[config.mk]
export PLATFORM = sky130hd
export DESIGN_NAME = intrusion_detection_decider
export DESIGN_NICKNAME = d
export VERILOG_FILES = /design/src/rtl/ids_pkg.sv /design/src/rtl/ids_beat_features.sv /design/src/rtl/ids_byte_class.sv /design/src/rtl/ids_popcount.sv /design/src/rtl/intrusion_detection_decider.sv
export SDC_FILE = /design/constraint.sdc
export NUM_CORES = 1
export LEC_CHECK = 0
export ABC_AREA = 1
export ABC_CLOCK_PERIOD_IN_PS = 5600
export BUFFER_PORTS_ARGS = -buffer_cell sky130_fd_sc_hd__buf_2
export CAP_MARGIN = 25
export CORE_AREA = 3 3 245 247
export CTS_BUF_LIST = sky130_fd_sc_hd__clkbuf_8
export CTS_CLUSTER_SIZE = 24
export DETAILED_ROUTE_END_ITERATION = 7
export DIE_AREA = 0 0 248 250
export PLACE_DENSITY = 0.4
export SLEW_MARGIN = 15
export SYNTH_ARGS = -nofsm -noshare
export SYNTH_HDL_FRONTEND = slang
export SYNTH_SLANG_ARGS = --single-unit
export TNS_END_PERCENT = 20
[constraint.sdc]
create_clock -name nclk -period 5.6 [get_ports nclk]
set_clock_uncertainty 0.1 [all_clocks]
set_input_delay 0 -clock nclk [delete_from_list [all_inputs] [get_ports nclk]]
set_output_delay 0 -clock nclk [all_outputs]
set_load 0.05 [all_outputs]
[src/rtl/ids_pkg.sv]
// ids_pkg: shared types and constants for the intrusion detection decider.
//   ids_decision_t : {intrusion, qpn[23:0]}, 25-bit decision word
//   ids_class_t    : per-byte class hits (len/print/zero/high)
//   ids_state_t    : decider FSM states
//   classify_byte  : maps one byte + keep bit to its class hits
package ids_pkg;

  localparam int         QPN_BITS = 24;
  localparam logic [7:0] PRINT_LO = 8'h20;
  localparam logic [7:0] PRINT_HI = 8'h7E;
  localparam logic [7:0] HIGH_LO  = 8'h80;

  typedef struct packed {
    logic                intrusion;
    logic [QPN_BITS-1:0] qpn;
  } ids_decision_t;

  typedef struct packed {
    logic len;
    logic print;
    logic zero;
    logic high;
  } ids_class_t;

  typedef enum logic [1:0] {
    ST_ACCUM  = 2'd0,
    ST_SCORE  = 2'd1,
    ST_OUTPUT = 2'd2
  } ids_state_t;

  // A byte may land in several classes at once (0x00 is both len and zero).
  // Masked bytes hit nothing.
  function automatic ids_class_t classify_byte(input logic [7:0] b, input logic keep);
    ids_class_t c;
    c.len   = keep;
    c.print = keep && (b >= PRINT_LO) && (b <= PRINT_HI);
    c.zero  = keep && (b == 8'h00);
    c.high  = keep && (b >= HIGH_LO);
    return c;
  endfunction

endpackage

[src/rtl/ids_beat_features.sv]
// ids_beat_features: combinational per-beat feature counts.
//   tdata   : NUM_LANES payload bytes
//   tkeep   : byte enables; masked bytes count in no class
//   len     : kept bytes
//   print   : kept bytes in 0x20..0x7E
//   zero    : kept 0x00 bytes
//   high    : kept bytes >= 0x80
module ids_beat_features
  import ids_pkg::*;
#(
  parameter int NUM_LANES = 64,
  parameter int CW        = $clog2(NUM_LANES + 1)
) (
  input  logic [NUM_LANES-1:0][7:0] tdata,
  input  logic [NUM_LANES-1:0]      tkeep,
  output logic [CW-1:0]             len,
  output logic [CW-1:0]             print,
  output logic [CW-1:0]             zero,
  output logic [CW-1:0]             high
);

  logic [NUM_LANES-1:0] hit_len, hit_print, hit_zero, hit_high;

  for (genvar g = 0; g < NUM_LANES; g++) begin : g_lane
    ids_class_t cls;
    ids_byte_class u_cls (
      .byte_i (tdata[g]),
      .keep_i (tkeep[g]),
      .cls_o  (cls)
    );
    assign hit_len[g]   = cls.len;
    assign hit_print[g] = cls.print;
    assign hit_zero[g]  = cls.zero;
    assign hit_high[g]  = cls.high;
  end

  ids_popcount #(.N(NUM_LANES), .CW(CW)) u_pc_len   (.bits_i(hit_len),   .cnt_o(len));
  ids_popcount #(.N(NUM_LANES), .CW(CW)) u_pc_print (.bits_i(hit_print), .cnt_o(print));
  ids_popcount #(.N(NUM_LANES), .CW(CW)) u_pc_zero  (.bits_i(hit_zero),  .cnt_o(zero));
  ids_popcount #(.N(NUM_LANES), .CW(CW)) u_pc_high  (.bits_i(hit_high),  .cnt_o(high));

endmodule

[src/rtl/ids_byte_class.sv]
// ids_byte_class: one byte lane of the beat feature extractor.
//   byte_i : payload byte
//   keep_i : tkeep bit for this byte
//   cls_o  : class hits for this byte
module ids_byte_class
  import ids_pkg::*;
(
  input  logic [7:0] byte_i,
  input  logic       keep_i,
  output ids_class_t cls_o
);

  assign cls_o = classify_byte(byte_i, keep_i);

endmodule

[src/rtl/ids_popcount.sv]
// ids_popcount: balanced adder-tree population count.
//   bits_i : N input bits (N must be a power of two)
//   cnt_o  : number of set bits, CW wide
// The tree is stored heap-style: leaves at node[N..2N-1], node[i] sums its
// two children, the root node[1] is the result.
module ids_popcount #(
  parameter int N  = 64,
  parameter int CW = 7
) (
  input  logic [N-1:0]  bits_i,
  output logic [CW-1:0] cnt_o
);

  logic [CW-1:0] node [1:2*N-1];

  for (genvar j = 0; j < N; j++) begin : g_leaf
    assign node[N+j] = CW'(bits_i[j]);
  end

  for (genvar i = 1; i < N; i++) begin : g_sum
    assign node[i] = node[2*i] + node[2*i+1];
  end

  assign cnt_o = node[1];

endmodule

[src/rtl/intrusion_detection_decider.sv]
// intrusion_detection_decider: per-packet linear-model intrusion classifier.
//   nclk, nresetn                       : clock, async active-low reset
//   s_axis_payload_rx_{tdata,tkeep,tvalid,tlast,tready} : payload beats
//   meta_rx_i[23:0]                     : QPN of the current packet
//   m_rdma_intrusion_decision_{valid,ready,data} : {intrusion, qpn}
// Flow: ACCUM (accept beats, accumulate saturating byte-class counters) ->
// SCORE (one cycle, weighted sum vs threshold) -> OUTPUT (hold decision until
// ready). No beat is accepted outside ACCUM, so nothing needs buffering.
module intrusion_detection_decider
  import ids_pkg::*;
#(
  parameter int        DATA_BITS = 512,
  parameter int        CNT_BITS  = 16,
  parameter int signed W_LEN     = 0,
  parameter int signed W_PRINT   = -1,
  parameter int signed W_ZERO    = 0,
  parameter int signed W_HIGH    = 1,
  parameter int signed THRESH    = 0
) (
  input  logic                   nclk,
  input  logic                   nresetn,
  input  logic [DATA_BITS-1:0]   s_axis_payload_rx_tdata,
  input  logic [DATA_BITS/8-1:0] s_axis_payload_rx_tkeep,
  input  logic                   s_axis_payload_rx_tvalid,
  input  logic                   s_axis_payload_rx_tlast,
  output logic                   s_axis_payload_rx_tready,
  input  logic [31:0]            meta_rx_i,
  output logic                   m_rdma_intrusion_decision_valid,
  input  logic                   m_rdma_intrusion_decision_ready,
  output logic [24:0]            m_rdma_intrusion_decision_data
);

  localparam int NUM_LANES = DATA_BITS / 8;
  localparam int CW        = $clog2(NUM_LANES + 1);

  typedef logic [CNT_BITS-1:0] cnt_t;

  // Upper meta byte carries nothing for this block.
  logic unused_meta;
  assign unused_meta = ^meta_rx_i[31:24];

  // ---------------- per-beat features ----------------
  logic [CW-1:0] b_len, b_print, b_zero, b_high;

  ids_beat_features #(.NUM_LANES(NUM_LANES), .CW(CW)) u_feat (
    .tdata (s_axis_payload_rx_tdata),
    .tkeep (s_axis_payload_rx_tkeep),
    .len   (b_len),
    .print (b_print),
    .zero  (b_zero),
    .high  (b_high)
  );

  // ---------------- state ----------------
  ids_state_t          state_q, state_d;
  logic                tready_q, tready_d;
  logic                first_q, first_d;
  cnt_t                len_q, len_d;
  cnt_t                print_q, print_d;
  cnt_t                zero_q, zero_d;
  cnt_t                high_q, high_d;
  logic [QPN_BITS-1:0] qpn_q, qpn_d;
  ids_decision_t       dec_q, dec_d;
  logic                valid_q, valid_d;

  function automatic cnt_t sat_add(input cnt_t a, input logic [CW-1:0] b);
    logic [CNT_BITS:0] s;
    s = {1'b0, a} + (CNT_BITS+1)'(b);
    return s[CNT_BITS] ? '1 : s[CNT_BITS-1:0];
  endfunction

  // Counters are unsigned; zero-extend before the signed multiply.
  function automatic logic signed [31:0] term(input int signed w, input cnt_t c);
    return w * signed'(32'(c));
  endfunction

  logic signed [31:0] score;
  assign score = term(W_LEN, len_q) + term(W_PRINT, print_q)
               + term(W_ZERO, zero_q) + term(W_HIGH, high_q);

  logic hs;
  assign hs = s_axis_payload_rx_tvalid && tready_q && (state_q == ST_ACCUM);

  always_comb begin
    state_d  = state_q;
    tready_d = tready_q;
    first_d  = first_q;
    len_d    = len_q;
    print_d  = print_q;
    zero_d   = zero_q;
    high_d   = high_q;
    qpn_d    = qpn_q;
    dec_d    = dec_q;
    valid_d  = valid_q;
    unique case (state_q)
      ST_ACCUM: begin
        // tready comes up one cycle after reset release / decision handshake.
        tready_d = 1'b1;
        if (hs) begin
          len_d   = sat_add(len_q,   b_len);
          print_d = sat_add(print_q, b_print);
          zero_d  = sat_add(zero_q,  b_zero);
          high_d  = sat_add(high_q,  b_high);
          if (first_q) begin
            qpn_d   = meta_rx_i[QPN_BITS-1:0];
            first_d = 1'b0;
          end
          if (s_axis_payload_rx_tlast) begin
            state_d  = ST_SCORE;
            tready_d = 1'b0;
            first_d  = 1'b1;
          end
        end
      end
      ST_SCORE: begin
        dec_d.intrusion = (score > THRESH);
        dec_d.qpn       = qpn_q;
        valid_d         = 1'b1;
        state_d         = ST_OUTPUT;
      end
      ST_OUTPUT: begin
        if (m_rdma_intrusion_decision_ready) begin
          valid_d  = 1'b0;
          len_d    = '0;
          print_d  = '0;
          zero_d   = '0;
          high_d   = '0;
          tready_d = 1'b1;
          state_d  = ST_ACCUM;
        end
      end
      default: begin
        state_d  = ST_ACCUM;
        tready_d = 1'b0;
        valid_d  = 1'b0;
      end
    endcase
  end

  always_ff @(posedge nclk or negedge nresetn) begin
    if (!nresetn) begin
      state_q  <= ST_ACCUM;
      tready_q <= 1'b0;
      first_q  <= 1'b1;
      len_q    <= '0;
      print_q  <= '0;
      zero_q   <= '0;
      high_q   <= '0;
      qpn_q    <= '0;
      dec_q    <= '0;
      valid_q  <= 1'b0;
    end else begin
      state_q  <= state_d;
      tready_q <= tready_d;
      first_q  <= first_d;
      len_q    <= len_d;
      print_q  <= print_d;
      zero_q   <= zero_d;
      high_q   <= high_d;
      qpn_q    <= qpn_d;
      dec_q    <= dec_d;
      valid_q  <= valid_d;
    end
  end

  assign s_axis_payload_rx_tready        = tready_q;
  assign m_rdma_intrusion_decision_valid = valid_q;
  assign m_rdma_intrusion_decision_data  = dec_q;

endmodule

* Word-level counts from Yosys, hierarchy flattened
Index checks and enable logic that the tools add are counted.
W data, S select, Z words.
** Word-level totals
- Bits of input ports :: 613
- Register bits after elaboration :: 86
- Output and inout port bits :: 27
- Memories kept :: 0
- RAM bits :: 0
- ROM bits :: 0
- Bits in latches :: 0
** Operators by class
- $mul :: 0
- Shift operators :: 0
- $lt $le $gt $ge :: 193
- Add/subtract/negate cells :: 130
- Equal/unequal tests :: 5
- Bitwise operators :: 2
- Div/mod/pow operators :: 0
- Muxes and demuxes :: 18
- Reductions and logical operators :: 202
** Operators with widths (number)
- $ge A8 B6 Y1 const B :: 64
- $ge A8 B8 Y1 const B :: 64
- $le A8 B7 Y1 const B :: 64
- $add A7 B7 Y7 :: 62
- $logic_and A1 B1 Y1 :: 194
- $add A1 B1 Y2 :: 64
- $mux W16 :: 5
- $pmux W16 S2 :: 2
- $add A16 B7 Y17 :: 2
- $add A32 B17 Y32 :: 1
- $gt A32 B1 Y1 const B :: 1
- $neg A16 Y32 :: 1
- $reduce_and A3 Y1 :: 3
- $mux W2 :: 3
- $ne A2 B2 Y1 const B :: 3
- $pmux W1 S3 :: 2
- $pmux W2 S3 :: 1
- $reduce_and A2 Y1 :: 3
- $mux W1 :: 5
- $eq A2 B1 Y1 const B :: 1
- $eq A2 B2 Y1 const B :: 1
- $logic_not A2 Y1 :: 1
- $not A1 Y1 :: 2
- $reduce_bool A2 Y1 :: 1

* Logic depth before layout (Yosys ltp)
- Word-level depth :: 13
- Gate-level depth with buffers :: 36

* Hierarchy
From an unflattened synthesis, not the netlist that was laid out.
** Second synthesis, totals
- Cell total of the unflattened synthesis :: 3095
- Area, all modules :: 20101.8 um2
** Modules (own cells, without submodules)
- ids_popcount :: area each 2252.2 um2, cells an instance 235, instances 4
- ids_byte_class :: area each 88.8 um2, cells an instance 22, instances 64
- intrusion_detection_decider :: area each 5407.7 um2, cells an instance 747, instances 1

* Least setup slack after synthesis
No wires, ideal clock.
- Path type :: input -> register
- From :: input port s_axis_payload_rx_tdata[508]
- To :: register print_q[10]
- Path buffers :: 1
- Required time :: 5370 ps
- Slack :: -1116 ps
- Arrival :: 6487 ps
- Stages :: 31
- Cells stage by stage :: nand4_1 -> nor2_1 -> nor4b_1 -> ha_1 -> inv_1 -> fa_1 -> inv_1 -> fa_1 -> inv_1 -> fa_1 -> inv_1 -> fa_1 -> fa_1 -> fa_1 -> inv_1 -> fa_1 -> inv_1 -> ha_1 -> inv_1 -> fa_1 -> o21ai_0 -> xor2_1 -> ha_1 -> a21o_1 -> a21boi_0 -> nand2_1 -> nand3_1 -> buf_4 -> nand2_1 -> nand2_1 -> o21ai_0
** Between the ends
- Word-level cells in the longest chain between the ends :: 13
** Ends and longest elaborated chain
- start, declared :: RTL line intrusion_detection_decider.sv:22 : input logic [DATA_BITS-1:0] s_axis_payload_rx_tdata,
- $ge A8 B6 Y1 :: RTL line ids_pkg.sv:36 : c.print = keep && (b >= PRINT_LO) && (b <= PRINT_HI);
- $logic_and A1 B1 Y1 :: RTL line ids_pkg.sv:36
- $logic_and A1 B1 Y1 (*) :: RTL line ids_pkg.sv:36
- $add A1 B1 Y2 (*) :: RTL line ids_popcount.sv:21 : assign node[i] = node[2*i] + node[2*i+1];
- $add A7 B7 Y7 (*) (5 in a row) :: RTL line ids_popcount.sv:21
- $add A16 B7 Y17 (*) :: RTL line intrusion_detection_decider.sv:68 : s = {1'b0, a} + (CNT_BITS+1)'(b);
- $mux W16 (*) :: RTL line intrusion_detection_decider.sv:69 : return s[CNT_BITS] ? '1 : s[CNT_BITS-1:0];
- $mux W16 (*) :: RTL line intrusion_detection_decider.sv:99 : if (hs) begin
- $pmux W16 S2 (*) :: RTL line intrusion_detection_decider.sv:95 : unique case (state_q)
- end signal, assigned :: RTL line intrusion_detection_decider.sv:157 : print_q <= print_d;
- end, declared :: RTL line intrusion_detection_decider.sv:59 : cnt_t print_q, print_d;
Mark *: on every way between the ends. The rest lies on a longest branch, timed or not. The select of a mux whose other input is x is not followed.
A chain may end at the register's enable or synchronous reset.

* Worst setup path in the final report
- From :: input port s_axis_payload_rx_tdata[161]
- To :: register print_q[8]
Same word-level chain as after synthesis.

==> flow_summary.ini <==
[pwr]
leakagePower_nw = 10.21
power.density_mw_per_mm2 = 832.6
ir_drop_v = 0.001368

[routing]
drt_iter0_drc = 560
drtPass1Iterations = 7
num_vias = 13420
wirelength_um = 56400
routedWlPerCell_um = 17.80
via_per_inst = 4.235
drc = 0
antenna_left = 0

[synth]
avgSynthCellArea_sq_um = 7.383
yosysTopAreaCell = fa_1
ys_warn_count = 0
ys_top_cells_by_area = fa_1, dfrtp_1, inv_1
ys_seq_area_share_pct = 17.72
synthesis.area_sq_mm = 0.01215
ys_types = 43
synth_edf_count = 0
netlist_instances = 1646
synthArstFlopShare_pct = 100.0
ys_seq_elements = 86
dominantRegCellSynth = dfrtp_1
syn_nets = 2499
synth_top_area_share_pct = 20.43

[run_status]
violations = negative setup slack
status = finished with violations

[timing]
hold_viol = 0
min_period_over_period_pct = 115.5
fin_crit_ns = 6.467
setup_slack_ns = -0.8670
max_freq_mhz = 154.6
finalSetupViolCount = 32
worst_slew_pin_slew_ns = 0.9193
max_slew_margin_pct = 38.24
rsz0062_at_grt = yes
slew_violations = 0

[global_route]
grt_use_total_pct = 17.87
grt_max_degree = 75
grt_pass1_wl_um = 83100
antenna_found_initial = 27
overflow = 0
grt_pass1_vias = 14100

[layout]
stdcell_count = 3168
fin_area_sq_mm = 0.01803
drive_above_1_share_pct = 37.53
final_cell_mix = buf_2, inv_1, nand2_1, nor2_1, ha_1
final_common_cell = buf_2
nets = 3241
multi_input_area_sq_mm = 0.008870
fin_util_pct = 31.20
fillCellCount = 6372
regArea_sq_mm = 0.002153
syn_to_final_growth_pct = 48.39

[worst_setup_path]
crit_family = adder cells
critPathSlowestCell = fa_1
worstSetupPathType = in -> reg
cp.required_ns = 5.75
cp-end-kind = register
critPathBufInv = 7
crit_top_cell = fa_1
crit_arrival_ns = 6.62
startpoint_type = input pin
critPathMaxStageDelay_ns = 0.54
cp_max_fo = 4

[worst_hold_path]
hold_class = in -> async

[clock_network]
clk_pin_slew_worst_paths_ns = 0.10
worstSkewPairLatency_ns = 0.38
cts.sinks = 86
htreeDepth = 3
ctsLongestPathBuffers = 2
numCtsBuffers = 9
clock-root-buffer = clkbuf_8
cts_tree = built

[die]
start_util_pct = 21.02
io_pins = 640
fp.dieH_um = 250
num_rows = 88
core_area_sq_mm = 0.05781
die_area_sq_mm = 0.06200
die_w_um = 248

[place]
dp.final_hpwl_um = 51540
place.gp.congestion = 0.9492
port_buffers = 631
dpl_cell_area_sq_mm = 0.01686
place_inst = 3108

[run]
drv_cap = 0
worst register-to-register path, delay by kind of cell (launching register included):
kind                     cells  cell delay [ns]
flip-flops                   1             0.48
AND/OR/NAND/NOR              9             1.02
buffers and inverters        2             0.20
AO/OA/AOI/OAI                3             0.40
adder cells (fa/ha/maj)      2             0.93
routing by layer:
| metal | global-route usage [%] | vias up | routed length, um |
|---|---|---|---|
| li1 | - | 6687 | - |
| met1 | 22.24 | 6253 | 22440 |
| met2 | 31.31 | 415 | 28010 |
| met3 | 4.685 | 46 | 5313 |
| met4 | 2.868 | 16 | 546 |
| met5 | 0 | - | 85 |
area by class of cell:
| cell class | instances | area share [%] |
|---|---|---|
| multi-input combinational | 1121 | 49.18 |
| clock inverter | 6 | 0.3816 |
| timing repair buffer | 748 | 23.50 |
| tap | 765 | 5.308 |
| sequential | 86 | 11.94 |
| clock buffer | 10 | 0.7632 |
| antenna | 10 | 0.1388 |
| inverter | 422 | 8.784 |
power by group:
| group | total, W | internal [W] | switching [W] |
|---|---|---|---|
| logic | 0.0135 | 0.00649 | 0.00700 |
| registers | 0.00105 | 0.000898 | 0.000156 |
| clock network | 0.000472 | 0.000222 | 0.000250 |
sequential cells by signal, indices dropped and copies added, names as in the netlist:
name                             cells
first_q                              1
high_q                              16
m_rdma_intrusion_decision_data      25
m_rdma_intrusion_decision_valid      1
print_q                             16
qpn_q                               24
s_axis_payload_rx_tready             1
state_q                              2
logic make-up (layout without fill, tap and decap cells):
kind of cell	after synthesis	count (layout)	share of synthesized area (%)
adders and majority gates	240	240	32.37
AOI/OAI and AO/OA	133	133	6.589
xor gates and xnor gates	27	27	1.946
DFF	86	86	17.72
buffers and inverters	440	1186	13.89
other	0	10	0
and+or+nand+nor	720	721	27.49
cell usage after synthesis, types with 2 or more instances:
cell type,count
nor4_4,2
o21ai_0,49
a31oi_1,2
nor4_1,28
o22ai_1,4
nor3_1,9
ha_1,116
nand4_1,73
buf_2,6
a21o_1,3
xor2_1,19
nor4b_1,29
nand2_2,13
buf_6,2
o21ai_4,2
clkbuf_1,8
nor2_1,171
nand2_1,284
dfrtp_1,85
a21oi_1,52
o21ai_2,3
inv_1,422
o221a_2,8
o21bai_1,3
nand3_1,104
and2_1,2
xnor2_1,8
fa_1,124
what timing repair did:
item | in CTS | in global routing
pin swaps | 31 | 70
hold endpoints to repair | 41 | 0
setup endpoints to repair | 32 | 32
hold buffers | 28 | 0
gates resized for setup | 67 | 90
cloned | 1 | 0
buffers inserted | 4 | 1
path summary, 6_finish.rpt:
check / start / to / slack (ns) / cells past startpoint
setup / recovery: s_axis_payload_rx_tdata[161] / print_q[8] / -0.87 / 30
hold / removal: nresetn / m_rdma_intrusion_decision_data[12] / 0.04 / 3
setup reg to reg: print_q[9] / m_rdma_intrusion_decision_data[24] / 2.40 / 16
hold reg to reg: first_q / first_q / 0.37 / 2
max in group asynchronous: nresetn / m_rdma_intrusion_decision_data[24] / 4.31 / 3
min in group nclk: s_axis_payload_rx_tvalid / first_q / 0.12 / 4
metrics by stage:
step | TNS, ns | setup WS [ns] | power (W) | hold slack [ns]
after global routing | -32.30 | -1.189 | 0.01697 | 0.03152
final | -22.99 | -0.8670 | 0.01501 | 0.03648
after CTS | -27.50 | -0.9394 | 0.01499 | 0.08567
after floorplan | -24.41 | -0.8243 | 0.009590 | -0.3956
after global placement | -47.19 | -1.622 | 0.01343 | -0.2316
after detailed placement | -48.11 | -1.658 | 0.01349 | -0.2283
Power figures use the tool's default switching activity.
